===== config.mk =====
export PLATFORM = sky130hd
export DESIGN_NAME = tm_sos_state_bank_flat
export DESIGN_NICKNAME = d
export VERILOG_FILES = /design/src/rtl/tm_iir_pkg.sv /design/src/rtl/tm_sos_state_bank_if.sv /design/src/rtl/tm_slot_sequencer.sv /design/src/rtl/tm_sos_state_bank.sv /design/src/flat_wrapper.sv
export SDC_FILE = /design/constraint.sdc
export NUM_CORES = 1
export LEC_CHECK = 0
export ABC_AREA = 1
export BUFFER_PORTS_ARGS = -buffer_cell sky130_fd_sc_hd__buf_4
export CAP_MARGIN = 20
export CORE_ASPECT_RATIO = 1.2
export CORE_MARGIN = 2
export CORE_UTILIZATION = 25
export DETAILED_ROUTE_END_ITERATION = 7
export GPL_TIMING_DRIVEN = 1
export PLACE_DENSITY = 0.47
export SETUP_SLACK_MARGIN = 0.05
export SYNTH_ARGS = -nofsm -noshare
export SYNTH_HDL_FRONTEND = slang
export SYNTH_SLANG_ARGS = --single-unit

===== constraint.sdc =====
create_clock -name CLK -period 2.1 [get_ports CLK]
set_input_delay 0.105 -clock CLK [delete_from_list [all_inputs] [get_ports CLK]]
set_output_delay 0.105 -clock CLK [all_outputs]
set_load 0.02 [all_outputs]

===== src/rtl/tm_iir_pkg.sv =====
// Shared definitions for the time-multiplexed cascaded-SOS IIR: default sizes,
// sequencer state encoding and the index-width helper.
package tm_iir_pkg;

    localparam int BW_DEF     = 9;
    localparam int NO_SOS_DEF = 4;
    localparam int NO_CH_DEF  = 2;

    typedef enum logic {
        IDLE = 1'b0,
        RUN  = 1'b1
    } seq_state_t;

    // Index width for a counter over n items, never narrower than one bit.
    function automatic int idx_w(input int n);
        return (n > 1) ? $clog2(n) : 1;
    endfunction

endpackage


===== src/rtl/tm_sos_state_bank_if.sv =====
// Slot bus between the shared MAC datapath (master) and the SOS state bank (slave).
interface tm_sos_state_bank_if import tm_iir_pkg::*; #(
    parameter int BW     = BW_DEF,
    parameter int NO_SOS = NO_SOS_DEF,
    parameter int NO_CH  = NO_CH_DEF
) ();

    localparam int SEC_W = idx_w(NO_SOS);
    localparam int CH_W  = idx_w(NO_CH);

    logic                    in_valid;
    logic                    clear;
    logic signed [BW-1:0]    w_in;
    logic signed [BW-1:0]    w1_out;
    logic signed [BW-1:0]    w2_out;
    logic        [SEC_W-1:0] sec_idx;
    logic        [CH_W-1:0]  ch_idx;
    logic                    busy;
    logic                    first_sec;
    logic                    last_sec;
    logic                    done;
    logic                    overrun;

    modport master (
        output in_valid, clear, w_in,
        input  w1_out, w2_out, sec_idx, ch_idx, busy, first_sec, last_sec, done, overrun
    );

    modport slave (
        input  in_valid, clear, w_in,
        output w1_out, w2_out, sec_idx, ch_idx, busy, first_sec, last_sec, done, overrun
    );

endinterface


===== src/rtl/tm_slot_sequencer.sv =====
// Walks the (channel, section) slots of one run, channel-major, one slot per clock,
// and flags run boundaries and dropped start strobes.
module tm_slot_sequencer import tm_iir_pkg::*; #(
    parameter int NO_SOS = NO_SOS_DEF,
    parameter int NO_CH  = NO_CH_DEF,
    parameter int SEC_W  = idx_w(NO_SOS),
    parameter int CH_W   = idx_w(NO_CH)
) (
    input  logic             CLK,
    input  logic             RESET,
    input  logic             in_valid,
    input  logic             clear,
    output logic [SEC_W-1:0] sec_idx,
    output logic [CH_W-1:0]  ch_idx,
    output logic             busy,
    output logic             first_sec,
    output logic             last_sec,
    output logic             done,
    output logic             overrun
);

    seq_state_t       state, state_nx;
    logic [SEC_W-1:0] sec_nx;
    logic [CH_W-1:0]  ch_nx;
    logic             sec_end;
    logic             last_slot;

    assign busy      = (state == RUN);
    assign sec_end   = (sec_idx == SEC_W'(NO_SOS - 1));
    assign first_sec = busy && (sec_idx == '0);
    assign last_sec  = busy && sec_end;
    assign last_slot = last_sec && (ch_idx == CH_W'(NO_CH - 1));

    always_ff @(posedge CLK) begin
        if (!RESET || clear) begin
            state   <= IDLE;
            sec_idx <= '0;
            ch_idx  <= '0;
            done    <= 1'b0;
            overrun <= 1'b0;
        end else begin
            state   <= state_nx;
            sec_idx <= sec_nx;
            ch_idx  <= ch_nx;
            done    <= last_slot;
            if (busy && in_valid && !last_slot) begin
                overrun <= 1'b1;
            end
        end
    end

    always_comb begin
        state_nx = state;
        sec_nx   = sec_idx;
        ch_nx    = ch_idx;
        case (state)
            IDLE: begin
                if (in_valid) begin
                    state_nx = RUN;
                end
            end
            RUN: begin
                if (sec_end) begin
                    sec_nx = '0;
                    if (last_slot) begin
                        ch_nx    = '0;
                        // A strobe on the final slot chains straight into the next run.
                        state_nx = in_valid ? RUN : IDLE;
                    end else begin
                        ch_nx = ch_idx + 1'b1;
                    end
                end else begin
                    sec_nx = sec_idx + 1'b1;
                end
            end
            default: state_nx = IDLE;
        endcase
    end

endmodule


===== src/rtl/tm_sos_state_bank.sv =====
// Direct-form-II delay-state memory for every section of every channel, read
// combinationally for the current slot and shifted by one sample at the slot's closing edge.
module tm_sos_state_bank import tm_iir_pkg::*; #(
    parameter int BW     = BW_DEF,
    parameter int NO_SOS = NO_SOS_DEF,
    parameter int NO_CH  = NO_CH_DEF
) (
    input logic                CLK,
    input logic                RESET,
    tm_sos_state_bank_if.slave bus
);

    localparam int SEC_W = idx_w(NO_SOS);
    localparam int CH_W  = idx_w(NO_CH);
    localparam int DEPTH = NO_CH * NO_SOS;
    localparam int AW    = idx_w(DEPTH);

    logic signed [BW-1:0] w1_mem [DEPTH];
    logic signed [BW-1:0] w2_mem [DEPTH];
    logic        [AW-1:0] slot;

    tm_slot_sequencer #(
        .NO_SOS (NO_SOS),
        .NO_CH  (NO_CH),
        .SEC_W  (SEC_W),
        .CH_W   (CH_W)
    ) u_seq (
        .CLK       (CLK),
        .RESET     (RESET),
        .in_valid  (bus.in_valid),
        .clear     (bus.clear),
        .sec_idx   (bus.sec_idx),
        .ch_idx    (bus.ch_idx),
        .busy      (bus.busy),
        .first_sec (bus.first_sec),
        .last_sec  (bus.last_sec),
        .done      (bus.done),
        .overrun   (bus.overrun)
    );

    // Linear slot address so NO_SOS need not be a power of two.
    assign slot = AW'(int'(bus.ch_idx) * NO_SOS + int'(bus.sec_idx));

    assign bus.w1_out = bus.busy ? w1_mem[slot] : '0;
    assign bus.w2_out = bus.busy ? w2_mem[slot] : '0;

    always_ff @(posedge CLK) begin
        if (!RESET || bus.clear) begin
            for (int i = 0; i < DEPTH; i++) begin
                w1_mem[i] <= '0;
                w2_mem[i] <= '0;
            end
        end else if (bus.busy) begin
            w2_mem[slot] <= w1_mem[slot];
            w1_mem[slot] <= bus.w_in;
        end
    end

endmodule


===== src/flat_wrapper.sv =====
// flat-port wrapper written by rule: the top's interface ports become plain ports
module tm_sos_state_bank_flat import tm_iir_pkg::*;
#(
    parameter int BW     = BW_DEF,
    parameter int NO_SOS = NO_SOS_DEF,
    parameter int NO_CH  = NO_CH_DEF
)
  (CLK, RESET, bus_in_valid, bus_clear, bus_w_in, bus_w1_out, bus_w2_out, bus_sec_idx, bus_ch_idx, bus_busy, bus_first_sec, bus_last_sec, bus_done, bus_overrun);
  tm_sos_state_bank_if #(.BW(BW), .NO_SOS(NO_SOS), .NO_CH(NO_CH)) bus_i ();
  input logic CLK;
  input logic RESET;
  input wire logic [$bits(bus_i.in_valid)-1:0] bus_in_valid;
  input wire logic [$bits(bus_i.clear)-1:0] bus_clear;
  input wire logic [$bits(bus_i.w_in)-1:0] bus_w_in;
  output wire logic [$bits(bus_i.w1_out)-1:0] bus_w1_out;
  output wire logic [$bits(bus_i.w2_out)-1:0] bus_w2_out;
  output wire logic [$bits(bus_i.sec_idx)-1:0] bus_sec_idx;
  output wire logic [$bits(bus_i.ch_idx)-1:0] bus_ch_idx;
  output wire logic [$bits(bus_i.busy)-1:0] bus_busy;
  output wire logic [$bits(bus_i.first_sec)-1:0] bus_first_sec;
  output wire logic [$bits(bus_i.last_sec)-1:0] bus_last_sec;
  output wire logic [$bits(bus_i.done)-1:0] bus_done;
  output wire logic [$bits(bus_i.overrun)-1:0] bus_overrun;
  assign bus_i.in_valid = bus_in_valid;
  assign bus_i.clear = bus_clear;
  assign bus_i.w_in = bus_w_in;
  assign bus_w1_out = bus_i.w1_out;
  assign bus_w2_out = bus_i.w2_out;
  assign bus_sec_idx = bus_i.sec_idx;
  assign bus_ch_idx = bus_i.ch_idx;
  assign bus_busy = bus_i.busy;
  assign bus_first_sec = bus_i.first_sec;
  assign bus_last_sec = bus_i.last_sec;
  assign bus_done = bus_i.done;
  assign bus_overrun = bus_i.overrun;
  tm_sos_state_bank #(.BW(BW), .NO_SOS(NO_SOS), .NO_CH(NO_CH)) u_core (.CLK(CLK), .RESET(RESET), .bus(bus_i));
endmodule

==> impl_metrics.xml, run 1 <==
<?xml version="1.0" encoding="UTF-8"?>
<metrics>
  <group name="synthesis">
    <metric name="syn_area_per_cell" unit="sq um">9.26</metric>
    <metric name="yosys_warnings" unit="">0</metric>
    <metric name="synthDistinctLibCells" unit="">24</metric>
    <metric name="ys_top_cells_by_count" unit="">sky130_fd_sc_hd__nand2_1 (355), sky130_fd_sc_hd__edfxtp_1 (144), sky130_fd_sc_hd__a21oi_1 (94)</metric>
    <metric name="yosys.area.top_type" unit="">sky130_fd_sc_hd__edfxtp_1</metric>
    <metric name="synth_flop_cell" unit="">sky130_fd_sc_hd__edfxtp_1</metric>
    <metric name="synth-seq-area-share" unit="%">62.6</metric>
    <metric name="synth_cells" unit="">767</metric>
    <metric name="count_of_flip_flops_with_a_built_in_enable_after_synthesis" unit="">144</metric>
    <metric name="syn-cell-area" unit="sq mm">0.00710</metric>
    <metric name="synth.area.top_cells" unit="">sky130_fd_sc_hd__edfxtp_1 (61%), sky130_fd_sc_hd__nand2_1 (19%), sky130_fd_sc_hd__a21oi_1 (6.6%), sky130_fd_sc_hd__nor2_1 (4.3%), sky130_fd_sc_hd__dfxtp_1 (1.7%)</metric>
    <metric name="synthesis.nets" unit="">782</metric>
    <metric name="synth.most_common_cell" unit="">sky130_fd_sc_hd__nand2_1</metric>
    <metric name="area_share_of_the_largest_cell_type_after_synthesis" unit="%">60.9</metric>
    <metric name="synth_async_sr_flop_share" unit="%">0</metric>
    <metric name="ys_seq_elements" unit="">150</metric>
  </group>
  <group name="sta">
    <metric name="final_hold_viol_count" unit="">0</metric>
    <metric name="relSlewSlack" unit="%">72.8</metric>
    <metric name="rsz_0062_raised_after_global_routing" unit="">true</metric>
    <metric name="fin_crit" unit="ns">2.05</metric>
    <metric name="holdWs" unit="ns">0.104</metric>
    <metric name="worst_clock_skew" unit="ns">0.00737</metric>
    <metric name="fmax" unit="MHz">487</metric>
    <metric name="final_min_period_over_clock_period" unit="%">97.7</metric>
    <metric name="postLayoutSetupSlackWorst" unit="ns">0.0473</metric>
    <metric name="finalSetupViolCount" unit="">0</metric>
    <metric name="slew_at_the_pin_closest_to_its_max_slew_limit" unit="ns">0.408</metric>
    <metric name="max_slew_violation_count" unit="">0</metric>
  </group>
  <group name="worst_setup_path">
    <metric name="critical_path.cell_chain" unit="">inv_6 -&gt; buf_12 -&gt; nand2_1 -&gt; nand2_1 -&gt; nand2_1 -&gt; nand2_1 -&gt; nand2_1 -&gt; a21oi_4 -&gt; buf_4</metric>
    <metric name="critical_path.reg2reg.endpoint" unit="">u_core.w2_mem[0][8]</metric>
    <metric name="worstSetupEndpointType" unit="">output port</metric>
    <metric name="required" unit="ns">2.00</metric>
    <metric name="kind_of_start_point_of_the_critical_path" unit="">flip-flop</metric>
    <metric name="critical_path.max_fanout" unit="">18</metric>
    <metric name="critPathMaxStageDelay" unit="ns">0.41</metric>
    <metric name="worst-r2r-setup-slack" unit="ns">0.38</metric>
    <metric name="cp_data_arrival_time" unit="ns">1.95</metric>
    <metric name="critical_path_class" unit="">flip-flop to output port</metric>
    <metric name="buf_inv_on_cp" unit="">3</metric>
    <metric name="rr_startpoint" unit="">u_core.u_seq.sec_idx[1]</metric>
    <metric name="cp_slowest_cell" unit="">sky130_fd_sc_hd__dfxtp_4</metric>
    <metric name="timing.reg2reg.worst_path_depth" unit="">6</metric>
    <metric name="cpMostUsedCell" unit="">sky130_fd_sc_hd__nand2_1</metric>
    <metric name="critPathTopFamily" unit="">buffers and inverters</metric>
  </group>
  <group name="place">
    <metric name="detailedPlace.worstSlack" unit="ns">0.232</metric>
    <metric name="last_weighted_congestion_value_of_the_routability_driven_placer" unit="">0.767</metric>
    <metric name="post-place-cells" unit="">1198</metric>
    <metric name="hpwl" unit="um">13300</metric>
    <metric name="io_buffers" unit="">38</metric>
  </group>
  <group name="floorplanning">
    <metric name="initial_core_util" unit="%">25.4</metric>
    <metric name="fp.coreArea" unit="sq mm">0.0279</metric>
    <metric name="dieArea" unit="sq mm">0.0298</metric>
    <metric name="placementRows" unit="">67</metric>
    <metric name="pin_count" unit="">39</metric>
    <metric name="die_h" unit="um">189</metric>
    <metric name="die-width" unit="um">158</metric>
  </group>
  <group name="min_path">
    <metric name="sink_of_the_worst_hold_path" unit="">u_core.w1_mem[6][6]</metric>
    <metric name="min_delay_path_depth" unit="">3</metric>
    <metric name="worst_hold_startpoint" unit="">bus_w_in[6]</metric>
    <metric name="hp-class" unit="">primary input to flip-flop</metric>
  </group>
  <group name="pwr">
    <metric name="peakVddDrop" unit="mV">0.480</metric>
    <metric name="power_leakage" unit="uW">0.00379</metric>
    <metric name="post-layout-total-power" unit="uW">6900</metric>
    <metric name="pwr_density_cell" unit="mW/mm^2">777</metric>
  </group>
  <group name="layout">
    <metric name="layout-area-overhead-vs-synth" unit="%">25.1</metric>
    <metric name="num_antenna_cells" unit="">0</metric>
    <metric name="register_area" unit="sq mm">0.00445</metric>
    <metric name="drive_above_1_share" unit="%">18.0</metric>
    <metric name="finalNetCount" unit="">859</metric>
    <metric name="number_of_fillers_in_the_final_layout" unit="">2949</metric>
    <metric name="non_filler_cells_in_the_finished_layout" unit="">1236</metric>
    <metric name="multi_input_comb_area" unit="sq mm">0.00243</metric>
  </group>
  <group name="drt">
    <metric name="wl_met2" unit="um">10400</metric>
    <metric name="met1_length" unit="um">9510</metric>
    <metric name="initial_detailed_routing_violation_count" unit="">344</metric>
    <metric name="detailroute.via_count" unit="">5471</metric>
    <metric name="viasPerCell" unit="">4.43</metric>
    <metric name="highest_metal_layer_with_signal_wires" unit="">met4</metric>
    <metric name="drc" unit="">0</metric>
    <metric name="detail-route-antenna-nets" unit="">0</metric>
    <metric name="drtPass1Iterations" unit="">6</metric>
    <metric name="route.met3.wl" unit="um">870</metric>
    <metric name="route.final.wire_length" unit="um">21400</metric>
    <metric name="avgRoutedWirePerCell" unit="um">17.3</metric>
  </group>
  <group name="run">
    <metric name="cap_viol_max_count" unit="">0</metric>
  </group>
  <group name="clocking">
    <metric name="cts.sinks" unit="">150</metric>
    <metric name="number_of_cts_inserted_buffers" unit="">17</metric>
    <metric name="htree_levels" unit="">4</metric>
    <metric name="clk_root_buffer_cell" unit="">sky130_fd_sc_hd__clkbuf_16</metric>
    <metric name="tritoncts" unit="">yes</metric>
    <metric name="cts.clk_slew.worst_paths" unit="ns">0.06</metric>
    <metric name="clk-insertion-delay-late" unit="ns">0.43</metric>
    <metric name="cts-root-to-sink-buffers" unit="">2</metric>
  </group>
  <group name="grt">
    <metric name="initial_antenna_violation_count" unit="">0</metric>
    <metric name="grt_max_degree" unit="">32</metric>
    <metric name="grt_pass1_vias" unit="">5526</metric>
    <metric name="grt_pass1_wl" unit="um">32400</metric>
    <metric name="globalRouteTotalUtil" unit="%">14.9</metric>
    <metric name="grt_overflow_total" unit="">0</metric>
  </group>
  <group name="outcome">
    <metric name="outcome" unit="">completed</metric>
  </group>
</metrics>
-- per-layer routing --
layer / GRT usage (%) / vias up
li1: - / 2689
met1: 19.2 / 2633
met2: 24.3 / 121
met3: 2.44 / 28
met4: 6.82 / 0
met5: 0 / -
-- cell usage in the layout (no fill, tap or decap), drive strengths merged --
cell,Yosys,final
a21oi,94,94
a31oi,1,1
buf,32,97
bufinv,0,3
clkbuf,9,21
clkinv,1,9
clkinvlp,0,1
dfxtp,6,6
dlygate4sd3,0,1
edfxtp,144,144
ha,2,2
inv,17,17
nand2,361,361
nand3,6,6
nand4,4,4
nor2,83,83
nor3,5,5
o21ai,1,1
or2,1,1
-- tightest hold or removal path: cells and delay by family --
kind	cells	cell delay [ns]
and+or+nand+nor	1	0.12
buffers and inverters	2	0.19
-- repair_timing --
item                                   in CTS  in global routing
setup buffers                               0                  3
pin swaps                                   0                  3
setup endpoints to repair                  15                 14
gates cloned                                1                  1
hold buffers                                1                  0
endpoints found under the hold margin       2                  0
gates resized for setup                    20                 13
-- how the worst max path moves through the flow --
stage,startpoint,end,slack (ns),cells after the start
finish,u_core.u_seq.sec_idx[0],bus_w1_out[2],0.05,9
global route,u_core.u_seq.sec_idx[0],bus_w1_out[3],-0.01,10
CTS,u_core.u_seq.sec_idx[0],bus_w1_out[2],0.02,9
detailed placement,RESET,u_core.w1_mem[7][6],0.23,6
global placement,RESET,u_core.w1_mem[7][6],0.24,6
floorplan,u_core.u_seq.sec_idx[1],u_core.w1_mem[6][0],0.05,6
-- cell type report --
type,count,area share [%]
Sequential cell,150,50.1
Tap cell,379,5.34
Clock inverter,12,1.52
Inverter,18,0.845
Clock buffer,20,4.92
Multi-Input combinational cell,558,27.4
Timing Repair Buffer,99,9.87
-- state kept, by name, summed over array words and instances, names as in the netlist --
| signal | cells |
|---|---|
| u_core.w2_mem | 72 |
| u_core.u_seq.busy | 1 |
| u_core.u_seq.overrun | 1 |
| u_core.u_seq.sec_idx | 2 |
| u_core.u_seq.done | 1 |
| u_core.w1_mem | 72 |
| u_core.u_seq.ch_idx | 1 |
-- per-stage QoR --
| stage | util [%] | TNS, ns | area (sq um) |
|---|---|---|---|
| after global placement | 29.0 | 0 | 8100 |
| after detailed placement | 29.0 | 0 | 8100 |
| final | 31.8 | 0 | 8880 |
| after CTS | 31.4 | 0 | 8780 |
| after floorplan | - | 0 | 7110 |
| after global routing | 31.8 | -0.0400 | 8880 |
-- cells by family (layout without fill, tap and decap cells) --
logic type / after synthesis / count (layout) / synth area share, %
flip-flops: 150 / 150 / 62.6
adder cells (fa/ha/maj): 2 / 2 / 0.352
buffers and inverters: 59 / 149 / 4.44
AND/OR/NAND/NOR: 460 / 460 / 25.8
AO/OA/AOI/OAI: 96 / 96 / 6.78
-- where the power goes --
| part | switching, uW | internal [uW] | leakage (uW) | total (uW) |
|---|---|---|---|---|
| clock network | 1180 | 1840 | 0.000275 | 3020 |
| registers | 35.7 | 3390 | 0.00165 | 3420 |
| logic | 312 | 144 | 0.00186 | 456 |
Note: power is estimated with default switching activity, not from simulation.
==> run 2: changes to the inputs <==
- CORE_MARGIN: 2 -> 4
- CTS_CLUSTER_SIZE: not set -> 14
- PLACE_DENSITY: 0.47 -> 0.49
- clock period: 2.1 -> 1.82 ns (I/O delays scaled with it)
==> run 2 against run 1 <==
Net effect:
- the flow now finishes with violations (negative setup slack)
- first-iteration DRC count up 30%
- setup slack got worse by 0.18 ns
- largest power group unchanged
- total power is 17% higher
- combinational power grew 48%
- critical path depth is the same
- via count rose by 4.6%
- clock power grew 15%
- non-clock buffer count increased by 33
- global-route usage down 0.13 points
- clock skew rose by 0.0013 ns
- count of clock-buffer cells in the layout unchanged
- largest cell class unchanged
- final area rose by 9.9%
==> impl_metrics.xml, run 2 (synthesis results as in run 1) <==
<?xml version="1.0" encoding="UTF-8"?>
<metrics>
  <group name="outcome">
    <metric name="outcome" unit="">finished with violations</metric>
    <metric name="violations" unit="">negative setup slack</metric>
  </group>
  <group name="min_path">
    <metric name="hp-class" unit="">primary input to flip-flop</metric>
  </group>
  <group name="pwr">
    <metric name="peakVddDrop" unit="mV">0.520</metric>
    <metric name="power_leakage" unit="uW">0.00416</metric>
    <metric name="post-layout-total-power" unit="uW">8080</metric>
    <metric name="pwr_density_cell" unit="mW/mm^2">828</metric>
  </group>
  <group name="layout">
    <metric name="most-common-layout-cells" unit="">sky130_fd_sc_hd__nand2_1 (297), sky130_fd_sc_hd__edfxtp_1 (144), sky130_fd_sc_hd__nor2_1 (81), sky130_fd_sc_hd__a21oi_1 (81), sky130_fd_sc_hd__buf_4 (79)</metric>
    <metric name="registers_with_the_most_flip_flops" unit="">u_core.w1_mem (72), u_core.w2_mem (72), u_core.u_seq.sec_idx (2)</metric>
    <metric name="layout_commonest_cell" unit="">sky130_fd_sc_hd__nand2_1</metric>
    <metric name="drive_above_1_share" unit="%">27.8</metric>
    <metric name="num_antenna_cells" unit="">0</metric>
    <metric name="finalNetCount" unit="">892</metric>
    <metric name="layout-area-overhead-vs-synth" unit="%">37.4</metric>
    <metric name="finish.instance_area" unit="sq mm">0.00976</metric>
  </group>
  <group name="sta">
    <metric name="fin_crit" unit="ns">1.96</metric>
    <metric name="postLayoutSetupSlackWorst" unit="ns">-0.136</metric>
    <metric name="finalSetupTns" unit="ns">-1.31</metric>
    <metric name="slew_at_the_pin_closest_to_its_max_slew_limit" unit="ns">0.429</metric>
    <metric name="max_slew_violation_count" unit="">0</metric>
    <metric name="final_hold_viol_count" unit="">0</metric>
    <metric name="final_min_period_over_clock_period" unit="%">107</metric>
    <metric name="rsz_0062_raised_after_global_routing" unit="">true</metric>
    <metric name="worst_clock_skew" unit="ns">0.00868</metric>
    <metric name="fmax" unit="MHz">511</metric>
    <metric name="holdWs" unit="ns">0.109</metric>
    <metric name="finalSetupViolCount" unit="">18</metric>
    <metric name="relSlewSlack" unit="%">71.4</metric>
  </group>
  <group name="clocking">
    <metric name="number_of_cts_inserted_buffers" unit="">17</metric>
    <metric name="htree_levels" unit="">4</metric>
    <metric name="clk-insertion-delay-late" unit="ns">0.42</metric>
    <metric name="cts.clk_slew.worst_paths" unit="ns">0.06</metric>
    <metric name="tritoncts" unit="">yes</metric>
    <metric name="cts-root-to-sink-buffers" unit="">2</metric>
    <metric name="clk_root_buffer_cell" unit="">sky130_fd_sc_hd__clkbuf_16</metric>
    <metric name="cts.sinks" unit="">150</metric>
  </group>
  <group name="worst_setup_path">
    <metric name="required" unit="ns">1.73</metric>
    <metric name="critPathMaxStageDelay" unit="ns">0.42</metric>
    <metric name="kind_of_start_point_of_the_critical_path" unit="">flip-flop</metric>
    <metric name="buf_inv_on_cp" unit="">3</metric>
    <metric name="critical_path.max_fanout" unit="">7</metric>
    <metric name="critPathTopFamily" unit="">buffers and inverters</metric>
    <metric name="worstSetupEndpointType" unit="">output port</metric>
    <metric name="critical_path_class" unit="">flip-flop to output port</metric>
    <metric name="cpMostUsedCell" unit="">sky130_fd_sc_hd__nand2_2</metric>
    <metric name="cp_slowest_cell" unit="">sky130_fd_sc_hd__dfxtp_4</metric>
    <metric name="cp_data_arrival_time" unit="ns">1.87</metric>
    <metric name="critical_path.cell_chain" unit="">buf_12 -&gt; clkbuf_16 -&gt; nand2_2 -&gt; nand2_1 -&gt; nand2_1 -&gt; nand2_2 -&gt; nand2_2 -&gt; a21oi_4 -&gt; buf_6</metric>
  </group>
  <group name="place">
    <metric name="hpwl" unit="um">14000</metric>
    <metric name="postPlaceCellArea" unit="sq mm">0.00831</metric>
    <metric name="io_buffers" unit="">38</metric>
    <metric name="detailedPlace.worstSlack" unit="ns">0.0303</metric>
    <metric name="last_weighted_congestion_value_of_the_routability_driven_placer" unit="">0.799</metric>
  </group>
  <group name="floorplanning">
    <metric name="placementRows" unit="">67</metric>
    <metric name="pin_count" unit="">39</metric>
    <metric name="initial_core_util" unit="%">25.4</metric>
    <metric name="dieArea" unit="sq mm">0.0312</metric>
    <metric name="die_h" unit="um">193</metric>
    <metric name="fp.coreArea" unit="sq mm">0.0280</metric>
    <metric name="die-width" unit="um">162</metric>
  </group>
  <group name="drt">
    <metric name="avgRoutedWirePerCell" unit="um">18.0</metric>
    <metric name="initial_detailed_routing_violation_count" unit="">448</metric>
    <metric name="detail-route-antenna-nets" unit="">0</metric>
    <metric name="detailroute.via_count" unit="">5724</metric>
    <metric name="route.final.wire_length" unit="um">22900</metric>
    <metric name="drtPass1Iterations" unit="">7</metric>
    <metric name="drc" unit="">0</metric>
    <metric name="viasPerCell" unit="">4.51</metric>
  </group>
  <group name="grt">
    <metric name="grt_overflow_total" unit="">0</metric>
    <metric name="grt_pass1_vias" unit="">5671</metric>
    <metric name="grt_max_degree" unit="">32</metric>
    <metric name="grt_pass1_wl" unit="um">34500</metric>
    <metric name="globalRouteTotalUtil" unit="%">14.7</metric>
    <metric name="initial_antenna_violation_count" unit="">0</metric>
  </group>
  <group name="run">
    <metric name="cap_viol_max_count" unit="">0</metric>
  </group>
</metrics>
==> run 2: cell count changes in the layout (fill, tap and decap cells not counted), sizes merged <==
cell / before / now
clkinv: 9 / 10
clkbuf: 21 / 24
buf: 97 / 127
inv: 17 / 16
==> run 2: area by class of cell <==
| type | count | area (sq um) |
|---|---|---|
| fillers | 2843 | 18200 |
| flip-flops and latches | 150 | 4450 |
| multi-input cells | 558 | 2630 |
| repair buffers | 132 | 1550 |
| well taps | 379 | 474 |
| clock buffers | 20 | 437 |
| clock inverters | 12 | 135 |
| inverters | 18 | 82.6 |
==> run 2: path summary, 6_finish.rpt <==
check	startpoint	to	slack, ns	cells after the start
setup / recovery	u_core.u_seq.sec_idx[0]	bus_w1_out[4]	-0.14	9
hold / removal	bus_clear	u_core.u_seq.done	0.11	4
setup reg to reg	u_core.u_seq.sec_idx[0]	u_core.w1_mem[1][4]	0.04	7
hold reg to reg	u_core.u_seq.overrun	u_core.u_seq.overrun	0.49	2
==> run 2: per-layer routing <==
metal,up-vias,wire length (um),global-route usage [%]
li1,2761,-,-
met1,2777,9880,19.4
met2,158,11200,24.6
met3,28,1220,2.05
met4,0,599,5.99
met5,-,0,0
==> run 2: where the power goes <==
group          leakage [uW]  total [uW]  internal, uW  switching [uW]
clock network      0.000282        3460          2130            1330
registers           0.00165        3950          3910            41.5
logic               0.00223         673           262             412
==> run 2: metrics by stage <==
stage | utilization, % | instances
global placement | 29.7 | 1208
global route | 34.9 | 1269
detailed placement | 29.7 | 1208
finish | 34.9 | 1269
CTS | 33.9 | 1260
floorplan | - | 767
==> run 2: tightest hold or removal path, stage by stage <==
cell                     delay [ns]
sky130_fd_sc_hd__buf_4         0.07
sky130_fd_sc_hd__or2_0         0.09
sky130_fd_sc_hd__buf_4         0.17
sky130_fd_sc_hd__nor2_1        0.05
==> run 2: timing repair <==
action,in CTS,in global routing
gates resized for setup,83,43
gates cloned,5,4
pin swaps,19,28
hold endpoints to repair,2,0
hold buffers,1,0
setup buffers,14,6
endpoints found under the setup margin,19,31
==> run 3: changes to the inputs <==
- clock period: 1.82 -> 1.7 ns (I/O delays scaled with it)
==> run 3 against run 2 <==
Net effect:
- the run still ends with negative setup slack left
- wire length rose by 3.2%
- setup slack worse by 0.085 ns
- final area increased by 2.3%
- largest cell class unchanged
- sequential power up 7.1%
- via count grew 0.61%
- first-iteration DRC count down 0.67%
- total power increased by 4.6%
- register-to-register slack worse by 0.13 ns
- global-route usage down 0.060 points
- critical path depth rose by 1
==> impl_metrics.xml, run 3 (synthesis results as in run 1) <==
<?xml version="1.0" encoding="UTF-8"?>
<metrics>
  <group name="clocking">
    <metric name="clk_root_buffer_cell" unit="">sky130_fd_sc_hd__clkbuf_16</metric>
    <metric name="number_of_cts_inserted_buffers" unit="">17</metric>
    <metric name="htree_levels" unit="">4</metric>
    <metric name="cts.clk_slew.worst_paths" unit="ns">0.06</metric>
    <metric name="cts-root-to-sink-buffers" unit="">2</metric>
    <metric name="cts.sinks" unit="">150</metric>
    <metric name="tritoncts" unit="">yes</metric>
    <metric name="clk-insertion-delay-late" unit="ns">0.43</metric>
  </group>
  <group name="pwr">
    <metric name="pwr_density_cell" unit="mW/mm^2">847</metric>
    <metric name="power_leakage" unit="uW">0.00421</metric>
    <metric name="peakVddDrop" unit="mV">0.586</metric>
  </group>
  <group name="worst_setup_path">
    <metric name="critical_path_class" unit="">flip-flop to output port</metric>
    <metric name="worstSetupEndpointType" unit="">output port</metric>
    <metric name="timing_startpoint_of_the_critical_path" unit="">u_core.u_seq.sec_idx[0]</metric>
    <metric name="buf_inv_on_cp" unit="">4</metric>
    <metric name="kind_of_start_point_of_the_critical_path" unit="">flip-flop</metric>
    <metric name="timing.reg2reg.worst_path_depth" unit="">7</metric>
    <metric name="timing.critical_path.to" unit="">bus_w1_out[1]</metric>
    <metric name="cp_slowest_cell" unit="">sky130_fd_sc_hd__dfxtp_4</metric>
    <metric name="critPathMaxStageDelay" unit="ns">0.43</metric>
    <metric name="rr_startpoint" unit="">u_core.u_seq.sec_idx[0]</metric>
    <metric name="required" unit="ns">1.62</metric>
    <metric name="critical_path.max_fanout" unit="">6</metric>
    <metric name="critical_path.reg2reg.endpoint" unit="">u_core.w1_mem[7][4]</metric>
    <metric name="cp_depth" unit="">10</metric>
    <metric name="critical_path.cell_chain" unit="">buf_12 -&gt; buf_8 -&gt; buf_6 -&gt; nand2_2 -&gt; nand2_1 -&gt; nand2_1 -&gt; nand2_2 -&gt; nand2_4 -&gt; a21oi_4 -&gt; buf_6</metric>
    <metric name="cp_data_arrival_time" unit="ns">1.84</metric>
    <metric name="worst-r2r-setup-slack" unit="ns">-0.09</metric>
    <metric name="critPathTopFamily" unit="">buffers and inverters</metric>
  </group>
  <group name="floorplanning">
    <metric name="die-width" unit="um">162</metric>
    <metric name="die_h" unit="um">193</metric>
    <metric name="placementRows" unit="">67</metric>
    <metric name="initial_core_util" unit="%">25.4</metric>
    <metric name="dieArea" unit="sq mm">0.0312</metric>
    <metric name="pin_count" unit="">39</metric>
    <metric name="fp.coreArea" unit="sq mm">0.0280</metric>
  </group>
  <group name="outcome">
    <metric name="outcome" unit="">finished with violations</metric>
    <metric name="violations" unit="">negative setup slack</metric>
  </group>
  <group name="drt">
    <metric name="route.final.wire_length" unit="um">23600</metric>
    <metric name="viasPerCell" unit="">4.48</metric>
    <metric name="drc" unit="">0</metric>
    <metric name="avgRoutedWirePerCell" unit="um">18.4</metric>
    <metric name="initial_detailed_routing_violation_count" unit="">445</metric>
    <metric name="detail-route-antenna-nets" unit="">0</metric>
    <metric name="drtPass1Iterations" unit="">6</metric>
    <metric name="detailroute.via_count" unit="">5759</metric>
  </group>
  <group name="sta">
    <metric name="relSlewSlack" unit="%">70.6</metric>
    <metric name="fin_crit" unit="ns">1.92</metric>
    <metric name="rsz_0062_raised_after_global_routing" unit="">true</metric>
    <metric name="worst_clock_skew" unit="ns">0.00745</metric>
    <metric name="postLayoutSetupSlackWorst" unit="ns">-0.222</metric>
    <metric name="final_hold_viol_count" unit="">0</metric>
    <metric name="fmax" unit="MHz">520</metric>
    <metric name="slew_at_the_pin_closest_to_its_max_slew_limit" unit="ns">0.441</metric>
    <metric name="final_min_period_over_clock_period" unit="%">113</metric>
    <metric name="holdWs" unit="ns">0.0877</metric>
    <metric name="max_slew_violation_count" unit="">0</metric>
    <metric name="finalSetupViolCount" unit="">54</metric>
  </group>
  <group name="place">
    <metric name="hpwl" unit="um">14000</metric>
    <metric name="last_weighted_congestion_value_of_the_routability_driven_placer" unit="">0.758</metric>
    <metric name="detailedPlace.worstSlack" unit="ns">0.0422</metric>
    <metric name="io_buffers" unit="">38</metric>
  </group>
  <group name="layout">
    <metric name="number_of_fillers_in_the_final_layout" unit="">2849</metric>
    <metric name="drive_above_1_share" unit="%">30.3</metric>
    <metric name="num_antenna_cells" unit="">0</metric>
    <metric name="layout_commonest_cell" unit="">sky130_fd_sc_hd__nand2_1</metric>
    <metric name="layout-area-overhead-vs-synth" unit="%">40.6</metric>
    <metric name="registers_with_the_most_flip_flops" unit="">u_core.w1_mem (72), u_core.w2_mem (72), u_core.u_seq.sec_idx (2)</metric>
    <metric name="register_area" unit="sq mm">0.00446</metric>
    <metric name="multi_input_comb_area" unit="sq mm">0.00286</metric>
    <metric name="most-common-layout-cells" unit="">sky130_fd_sc_hd__nand2_1 (306), sky130_fd_sc_hd__edfxtp_1 (144), sky130_fd_sc_hd__buf_4 (82)</metric>
    <metric name="finalNetCount" unit="">910</metric>
  </group>
  <group name="grt">
    <metric name="globalRouteTotalUtil" unit="%">14.7</metric>
    <metric name="grt_pass1_wl" unit="um">34400</metric>
    <metric name="initial_antenna_violation_count" unit="">0</metric>
    <metric name="grt_max_degree" unit="">32</metric>
    <metric name="grt_pass1_vias" unit="">5815</metric>
    <metric name="grt_overflow_total" unit="">0</metric>
  </group>
  <group name="min_path">
    <metric name="hp-class" unit="">primary input to flip-flop</metric>
  </group>
  <group name="run">
    <metric name="cap_viol_max_count" unit="">0</metric>
  </group>
</metrics>
## run 3: cell types whose count changed in the layout (fill, tap and decap cells not counted), sizes merged
cell	change
buf	+12
nand2	+7
clkinvlp	+6
clkbuf	-4
bufinv	-2
clkinv	-2
bufbuf	+1
inv	-1
## run 3: what timing repair did
action	in CTS	in global routing
endpoints found under the setup margin	20	174
gates resized for setup	94	60
cloned	3	9
pin swaps	32	27
hold buffers	1	0
setup buffers	20	13
endpoints found under the hold margin	2	0
## run 3: through the flow
| stage | instances | instance area (sq um) | utilization, % | setup TNS [ns] | total power [uW] |
|---|---|---|---|---|---|
| finish | 1286 | 9980 | 35.6 | -5.06 | 8460 |
| global route | 1286 | 9980 | 35.6 | -11.10 | 8730 |
| CTS | 1272 | 9570 | 34.2 | -4.69 | 8420 |
| detailed placement | 1218 | 8460 | 30.2 | 0 | 4910 |
| global placement | 1218 | 8460 | 30.2 | 0 | 4900 |
| floorplan | 767 | 7230 | - | 0 | 4610 |
## run 3: worst min-delay path by stage
stage,startpoint,end,slack [ns],cells past startpoint
floorplan,bus_in_valid,u_core.u_seq.busy,0.20,2
global placement,bus_in_valid,u_core.u_seq.busy,0.31,3
detailed placement,bus_in_valid,u_core.u_seq.busy,0.32,3
CTS,bus_w_in[7],u_core.w1_mem[4][7],0.08,3
global route,bus_w_in[7],u_core.w1_mem[6][7],0.1,3
finish,bus_w_in[2],u_core.w1_mem[3][2],0.09,3
## run 3: area by class of cell
type	instances	share of cell area, %
clock buffers	18	4.30
clock inverters	13	1.12
inverters	18	0.878
multi-input cells	565	28.7
flip-flops and latches	150	44.7
well taps	379	4.75
repair buffers	143	15.6
## run 3: report_power, final
part,internal [uW],switching [uW],total (uW)
combinational,272,454,726
sequential,4180,47.8,4230
clock,1990,1510,3500
## run 3: routing by layer
metal / part of all wire [%] / routed length (um) / track usage [%]
met2: 51 / 12000 / 25.4
met1: 44 / 10400 / 19.1
met3: 3.9 / 918 / 2.18
met5: 0 / 0 / 0
met4: 1.4 / 340 / 4.43
## run 3: tightest hold or removal path: cells and delay by family
kind,cells,cell delay [ns]
buffers and inverters,2,0.19
AND/OR/NAND/NOR,1,0.12
